$ cat config.mk
export PLATFORM = sky130hd
export DESIGN_NAME = fetch_unit
export DESIGN_NICKNAME = d
export VERILOG_FILES = /design/src/rtl/riscv_pkg.sv /design/src/rtl/pc_next_logic.sv /design/src/rtl/fetch_unit.sv
export SDC_FILE = /design/constraint.sdc
export NUM_CORES = 1
export LEC_CHECK = 0
export BUFFER_PORTS_ARGS = -buffer_cell sky130_fd_sc_hd__clkbuf_2
export CORE_MARGIN = 2
export CORE_UTILIZATION = 47
export DETAILED_ROUTE_END_ITERATION = 10
export MAX_ROUTING_LAYER = met4
export PLACE_DENSITY = 0.81
export SYNTH_ARGS = -nofsm -noshare
export SYNTH_HDL_FRONTEND = slang
export SYNTH_SLANG_ARGS = --single-unit
$ cat constraint.sdc
create_clock -name CLK -period 2.6 [get_ports CLK]
set_clock_uncertainty 0.05 [all_clocks]
set_input_delay 0.52 -clock CLK [delete_from_list [all_inputs] [get_ports CLK]]
set_output_delay 0.52 -clock CLK [all_outputs]
set_load 0.02 [all_outputs]
$ cat src/rtl/riscv_pkg.sv
// Shared definitions for the fetch stage: next-PC select encodings, fetch
// state encoding and the default reset PC.
package riscv_pkg;

    typedef enum logic [1:0] {
        PC_PLUS4  = 2'b00,
        PC_BRANCH = 2'b01,
        PC_JALR   = 2'b10,
        PC_RSVD   = 2'b11
    } pcsrc_e;

    typedef enum logic [2:0] {
        ST_IDLE = 3'd0,
        ST_REQ  = 3'd1,
        ST_WAIT = 3'd2,
        ST_HOLD = 3'd3,
        ST_TRAP = 3'd4
    } fetch_state_e;

    localparam logic [31:0] RESET_PC_DEFAULT = 32'h0000_0000;

    function automatic logic is_word_aligned(input logic [1:0] addr_lsb);
        return (addr_lsb == 2'b00);
    endfunction

endpackage

$ cat src/rtl/pc_next_logic.sv
// Next-PC adder and mux; flags any target that is not word aligned.
module pc_next_logic
    import riscv_pkg::*;
(
    input  logic [31:0] i_pc,
    input  pcsrc_e      i_pcsrc,
    input  logic [31:0] i_immext,
    input  logic [31:0] i_aluresult,
    output logic [31:0] o_next,
    output logic        o_misaligned
);

    logic [31:0] w_next;

    // Select the next PC; the reserved encoding falls back to sequential.
    always_comb begin
        w_next = i_pc + 32'd4;
        case (i_pcsrc)
            PC_PLUS4:  w_next = i_pc + 32'd4;
            PC_BRANCH: w_next = i_pc + i_immext;
            PC_JALR:   w_next = i_aluresult & 32'hFFFF_FFFE;
            default:   w_next = i_pc + 32'd4;
        endcase
    end

    assign o_next       = w_next;
    assign o_misaligned = !is_word_aligned(w_next[1:0]);

endmodule

$ cat src/rtl/fetch_unit.sv
// Instruction fetch stage: owns the PC, issues one memory request at a time
// and holds the returned instruction for decode until it is accepted.
module fetch_unit #(
    parameter logic [31:0] RESET_PC = riscv_pkg::RESET_PC_DEFAULT
) (
    input  logic        CLK,
    input  logic        RST,
    output logic        IMEM_REQ_VALID,
    input  logic        IMEM_REQ_READY,
    output logic [31:0] IMEM_ADDR,
    input  logic        IMEM_RSP_VALID,
    input  logic [31:0] IMEM_RSP_DATA,
    output logic        INSTR_VALID,
    input  logic        INSTR_READY,
    output logic [31:0] INSTRUCTION,
    output logic [31:0] PC_OUT,
    input  logic [1:0]  PCSRC,
    input  logic [31:0] IMMEXT,
    input  logic [31:0] ALURESULT,
    output logic        MISALIGNED
);
    import riscv_pkg::*;

    fetch_state_e r_state;
    fetch_state_e w_state_nxt;
    logic [31:0]  r_pc;
    logic [31:0]  r_instr;
    logic         r_req_valid;
    logic         r_instr_valid;
    logic         r_misaligned;
    logic [31:0]  w_next_pc;
    logic         w_next_misaligned;
    logic         w_accept;
    logic         w_capture;

    pc_next_logic u_pc_next (
        .i_pc         (r_pc),
        .i_pcsrc      (pcsrc_e'(PCSRC)),
        .i_immext     (IMMEXT),
        .i_aluresult  (ALURESULT),
        .o_next       (w_next_pc),
        .o_misaligned (w_next_misaligned)
    );

    // Next-state decode; handshakes outside their own state are ignored.
    always_comb begin
        w_state_nxt = r_state;
        w_accept    = 1'b0;
        w_capture   = 1'b0;
        case (r_state)
            ST_IDLE: w_state_nxt = ST_REQ;
            ST_REQ: begin
                if (IMEM_REQ_READY) begin
                    w_state_nxt = ST_WAIT;
                end else begin
                    w_state_nxt = ST_REQ;
                end
            end
            ST_WAIT: begin
                if (IMEM_RSP_VALID) begin
                    w_capture   = 1'b1;
                    w_state_nxt = ST_HOLD;
                end else begin
                    w_state_nxt = ST_WAIT;
                end
            end
            ST_HOLD: begin
                if (INSTR_READY) begin
                    w_accept = 1'b1;
                    if (w_next_misaligned) begin
                        w_state_nxt = ST_TRAP;
                    end else begin
                        w_state_nxt = ST_REQ;
                    end
                end else begin
                    w_state_nxt = ST_HOLD;
                end
            end
            ST_TRAP: w_state_nxt = ST_TRAP;
            default: w_state_nxt = ST_IDLE;
        endcase
    end

    // State register with output flags registered from the next state.
    always_ff @(posedge CLK or negedge RST) begin
        if (!RST) begin
            r_state       <= ST_IDLE;
            r_req_valid   <= 1'b0;
            r_instr_valid <= 1'b0;
            r_misaligned  <= 1'b0;
        end else begin
            r_state       <= w_state_nxt;
            r_req_valid   <= (w_state_nxt == ST_REQ);
            r_instr_valid <= (w_state_nxt == ST_HOLD);
            r_misaligned  <= (w_state_nxt == ST_TRAP);
        end
    end

    // PC only advances on an accepted instruction with an aligned target.
    always_ff @(posedge CLK or negedge RST) begin
        if (!RST) begin
            r_pc <= RESET_PC;
        end else if (w_accept && !w_next_misaligned) begin
            r_pc <= w_next_pc;
        end else begin
            r_pc <= r_pc;
        end
    end

    // Instruction word is captured only on the response that ends WAIT.
    always_ff @(posedge CLK or negedge RST) begin
        if (!RST) begin
            r_instr <= 32'h0000_0000;
        end else if (w_capture) begin
            r_instr <= IMEM_RSP_DATA;
        end else begin
            r_instr <= r_instr;
        end
    end

    assign IMEM_REQ_VALID = r_req_valid;
    assign IMEM_ADDR      = r_pc;
    assign INSTR_VALID    = r_instr_valid;
    assign INSTRUCTION    = r_instr;
    assign PC_OUT         = r_pc;
    assign MISALIGNED     = r_misaligned;

endmodule

==> report_table.html <==
<table>
<tr><th>Metric</th><th>Value</th></tr>
<tr><th colspan="2">Setup path</th></tr>
<tr><td>Category of the worst setup path capture point</td><td>register</td></tr>
<tr><td>Worst Setup Path Type</td><td>reg -&gt; reg</td></tr>
<tr><td>Data required time at the worst endpoint</td><td>2810 ps</td></tr>
<tr><td>Worst-path fanout max</td><td>4</td></tr>
<tr><td>Crit path DAT</td><td>2790 ps</td></tr>
<tr><td>Element type at the critical path start</td><td>register</td></tr>
<tr><th colspan="2">Finish</th></tr>
<tr><td>Final antenna diode count</td><td>0</td></tr>
<tr><td>Most common cell after layout, fill and taps aside</td><td>sky130_fd_sc_hd__clkbuf_2</td></tr>
<tr><td>Nets@finish</td><td>1141</td></tr>
<tr><td>Util after Layout</td><td>67.6%</td></tr>
<tr><td>Layout cell share with drive strength beyond 1</td><td>43.3%</td></tr>
<tr><td>Commonest cells after routing, fill and taps aside</td><td>sky130_fd_sc_hd__clkbuf_2, sky130_fd_sc_hd__buf_4, sky130_fd_sc_hd__dfrtp_1</td></tr>
<tr><td>Filler instances</td><td>1071</td></tr>
<tr><td>Area grow syn2layout</td><td>41.3%</td></tr>
<tr><th colspan="2">Clock network</th></tr>
<tr><td>Clock latency at the later pin of the worst-skew pair</td><td>340 ps</td></tr>
<tr><td>TritonCTS buffer count</td><td>9</td></tr>
<tr><td>Root buffer selected by CTS</td><td>sky130_fd_sc_hd__clkbuf_16</td></tr>
<tr><td>Maximum buffer depth of the clock tree</td><td>2</td></tr>
<tr><td>Clock transition at path regs</td><td>60 ps</td></tr>
<tr><td>Count of H-tree levels built during CTS</td><td>3</td></tr>
<tr><td>TritonCTS clock tree</td><td>built</td></tr>
<tr><td>Clock Sinks</td><td>70</td></tr>
<tr><th colspan="2">Detailed routing</th></tr>
<tr><td>Number of antenna-violating nets in the routed design</td><td>0</td></tr>
<tr><td># DRC</td><td>0</td></tr>
<tr><td>WL/cell</td><td>17.8 µm</td></tr>
<tr><td>Total detailed-routing wirelength</td><td>21000 µm</td></tr>
<tr><td>Vias per cell</td><td>5.88</td></tr>
<tr><td>First drt pass iteration count</td><td>5</td></tr>
<tr><td>DRC violation total after the first TritonRoute iteration</td><td>530</td></tr>
<tr><td>Overall via count from detail_route</td><td>6930</td></tr>
<tr><th colspan="2">Timing</th></tr>
<tr><td>Setup repair after global routing missed its margin</td><td>true</td></tr>
<tr><td>Slew at the pin closest to its max-slew limit</td><td>509 ps</td></tr>
<tr><td>Setup slack of the critical path after layout</td><td>23.1 ps</td></tr>
<tr><td>Clock period minus worst slack</td><td>2580 ps</td></tr>
<tr><td>Final hold viol count</td><td>0</td></tr>
<tr><td>Final critical-path share of the clock period</td><td>99.1%</td></tr>
<tr><td>Total setup violations reported at the end of the flow</td><td>0</td></tr>
<tr><td>Fin. max-slew vios</td><td>0</td></tr>
<tr><td>Slew margin rel.</td><td>65.7%</td></tr>
<tr><td>Fmax</td><td>0.388 GHz</td></tr>
<tr><th colspan="2">Synthesis</th></tr>
<tr><td>Mapped Cells</td><td>716</td></tr>
<tr><td>Predominant post-synthesis flop cell</td><td>sky130_fd_sc_hd__dfrtp_1</td></tr>
<tr><td>Flip-flop and latch count after synthesis</td><td>70</td></tr>
<tr><td>Synthesized Nets</td><td>855</td></tr>
<tr><td>XOR/XNOR share of the synthesized area</td><td>2.19%</td></tr>
<tr><td>Number of synthesized flops with an enable pin</td><td>0</td></tr>
<tr><td>Share of the synthesized area in the top cell type</td><td>29.3%</td></tr>
<tr><td>Post-synthesis async set-or-reset flop share</td><td>100%</td></tr>
<tr><td>Post-Syn Area</td><td>5990 µm²</td></tr>
<tr><td>Compound-gate portion of the synthesized area</td><td>25.5%</td></tr>
<tr><td>Proportion of synthesized area in mux cells</td><td>8.13%</td></tr>
<tr><td>Adder-cell area share of the yosys netlist</td><td>7.65%</td></tr>
<tr><td>Seq/Total Area, Yosys</td><td>29.3%</td></tr>
<tr><td>Main combinational cell family by area after synthesis</td><td>compound AO/OA/AOI/OAI gates</td></tr>
<tr><td>Ranking of synthesized cells by area</td><td>sky130_fd_sc_hd__dfrtp_1, sky130_fd_sc_hd__ha_1, sky130_fd_sc_hd__mux2_2</td></tr>
<tr><td>Cell type with the highest aggregate area in the netlist</td><td>sky130_fd_sc_hd__dfrtp_1</td></tr>
<tr><td>Number of different library cells in the post-synthesis netlist</td><td>70</td></tr>
<tr><td>Simple logic cell fraction of the synthesized area</td><td>20.2%</td></tr>
<tr><td>Mapped Avg Cell Area</td><td>8.36 µm²</td></tr>
<tr><td>Count of synthesis-stage warnings from yosys</td><td>0</td></tr>
<tr><th colspan="2">Power</th></tr>
<tr><td>Power, Total</td><td>8190 µW</td></tr>
<tr><td>Power per cell area</td><td>968 nW/µm²</td></tr>
<tr><td>Leak pwr</td><td>0.00405 µW</td></tr>
<tr><td>Max rail drop VDD</td><td>0.000404 V</td></tr>
<tr><th colspan="2">Global route</th></tr>
<tr><td>Initial antenna violation count</td><td>0</td></tr>
<tr><td>Largest net degree at the start of global routing</td><td>71</td></tr>
<tr><td>Aggregate global-route resource usage</td><td>31.1%</td></tr>
<tr><td>Total global routing overflow</td><td>0</td></tr>
<tr><td>First-pass GRT wire length</td><td>32100 µm</td></tr>
<tr><td>Number of global-route vias before repair</td><td>6622</td></tr>
<tr><th colspan="2">Status</th></tr>
<tr><td>Result of the run</td><td>complete, no violations</td></tr>
<tr><th colspan="2">Hold path</th></tr>
<tr><td>Hold Crit Class</td><td>in -&gt; async</td></tr>
<tr><th colspan="2">Job</th></tr>
<tr><td>Max Cap Viol</td><td>0</td></tr>
<tr><th colspan="2">Placed design</th></tr>
<tr><td>RD Place Congestion</td><td>0.990</td></tr>
<tr><td>DP HPWL</td><td>16000 µm</td></tr>
<tr><td>Number of buffers inserted by port buffering</td><td>200</td></tr>
<tr><td>Setup Slack @ Placement</td><td>-340 ps</td></tr>
<tr><th colspan="2">Floorplan</th></tr>
<tr><td>Die X</td><td>117 µm</td></tr>
<tr><td>Starting Density</td><td>47.8%</td></tr>
<tr><td>Die outline height</td><td>117 µm</td></tr>
<tr><td>Boundary Pins</td><td>202</td></tr>
<tr><td>Site Rows</td><td>41</td></tr>
<tr><td>DIE AREA</td><td>13700 µm²</td></tr>
<tr><td>Area of the placeable core</td><td>12500 µm²</td></tr>
</table>
## worst max-delay path: stages (launching register included)
cell and delay (ps):
sky130_fd_sc_hd__dfrtp_1 390, sky130_fd_sc_hd__ha_1 350, sky130_fd_sc_hd__a21oi_1 320, sky130_fd_sc_hd__o21ai_1 230, sky130_fd_sc_hd__o31ai_2 310, sky130_fd_sc_hd__a21oi_1 110, sky130_fd_sc_hd__a21oi_1 200, sky130_fd_sc_hd__mux2_2 370
sky130_fd_sc_hd__a31oi_1 170
## flip-flops by register name (all words and copies together) (netlist names)
signal and count:
IMEM_ADDR 32, IMEM_REQ_VALID 1, r_state 3, INSTRUCTION 32, INSTR_VALID 1, MISALIGNED 1
## final timing paths
kind,start,to,depth (start not counted),slack [ps]
worst min-delay path,RST,IMEM_ADDR[19]$_DFFE_PN0P_,2,120
min in group CLK,IMEM_RSP_DATA[20],INSTRUCTION[20]$_DFFE_PN0P_,2,360
max in group asynchronous,RST,IMEM_ADDR[0]$_DFFE_PN0P_,2,2010
worst min register to register,INSTRUCTION[5]$_DFFE_PN0P_,INSTRUCTION[5]$_DFFE_PN0P_,1,450
worst max register to register,IMEM_ADDR[12]$_DFFE_PN0P_,IMEM_ADDR[23]$_DFFE_PN0P_,8,20
worst max-delay path,IMEM_ADDR[12]$_DFFE_PN0P_,IMEM_ADDR[23]$_DFFE_PN0P_,8,20
## repair_timing
item | CTS | global route
pin swaps | 2 | 17
resized for setup | 10 | 43
hold buffers | 0 | 0
setup endpoints to repair | 11 | 24
setup buffers | 0 | 5
## power by group
| group | internal [µW] | switching, µW |
|---|---|---|
| logic | 2160 | 2890 |
| clock network | 771 | 482 |
| registers | 1530 | 355 |
| total | 4450 | 3730 |
## cell families after synthesis
kind of cell / after synthesis
AOI/OAI and AO/OA: 232
xor gates and xnor gates: 15
adders and majority gates: 36
buffers and inverters: 81
DFF: 70
muxes: 44
and+or+nand+nor: 238
## through the flow
stage          hold WS (ps)  TNS (ps)  cells  cell area (µm²)
6_report                121         0   1179             8460
5_1_grt                 182      -803   1179             8460
4_1_cts                 162     -3.11   1174             8220
3_5_place_dp            446     -4830   1158             7880
3_3_place_gp            440     -3040   1158             7880
2_1_floorplan           174         0    716             6010
## cells in the mapped netlist (all sizes together) (3+ instances only)
library cell	number
a211o	5
a211oi	7
a21boi	4
a21o	14
a21oi	71
a221oi	13
a22oi	3
a311oi	6
a31oi	12
and2	5
and3	10
and4	4
buf	40
clkbuf	20
dfrtp	70
ha	35
inv	21
mux2	37
mux2i	7
nand2	60
nand2b	7
nand3	30
nand3b	5
nand4	13
nor2	56
nor2b	5
nor3	16
nor3b	3
nor4	6
o2111ai	3
o211ai	6
o21a	8
o21ai	43
o21bai	3
o221ai	5
o22ai	6
o311ai	3
o31a	3
o31ai	4
or2	3
or3	7
or4	4
xnor2	5
xor2	10
## layer usage
metal  up-vias  track usage [%]  wire [µm]
li1       3259                -          -
met1      3231             36.5       8340
met2       375             53.3      10200
met3        65             4.17       1650
met4         0             13.5        760
met5         -                -          0
## final cells by class
class	count	area [µm²]	share of cell area, %
clock inverter	5	57.6	0.680
sequential	70	1750	20.7
tap	172	215	2.54
multi-input combinational	565	4050	47.8
timing repair buffer	335	2060	24.4
inverter	21	81.3	0.961
clock buffer	11	243	2.87
(Power assumes the default switching activity.)
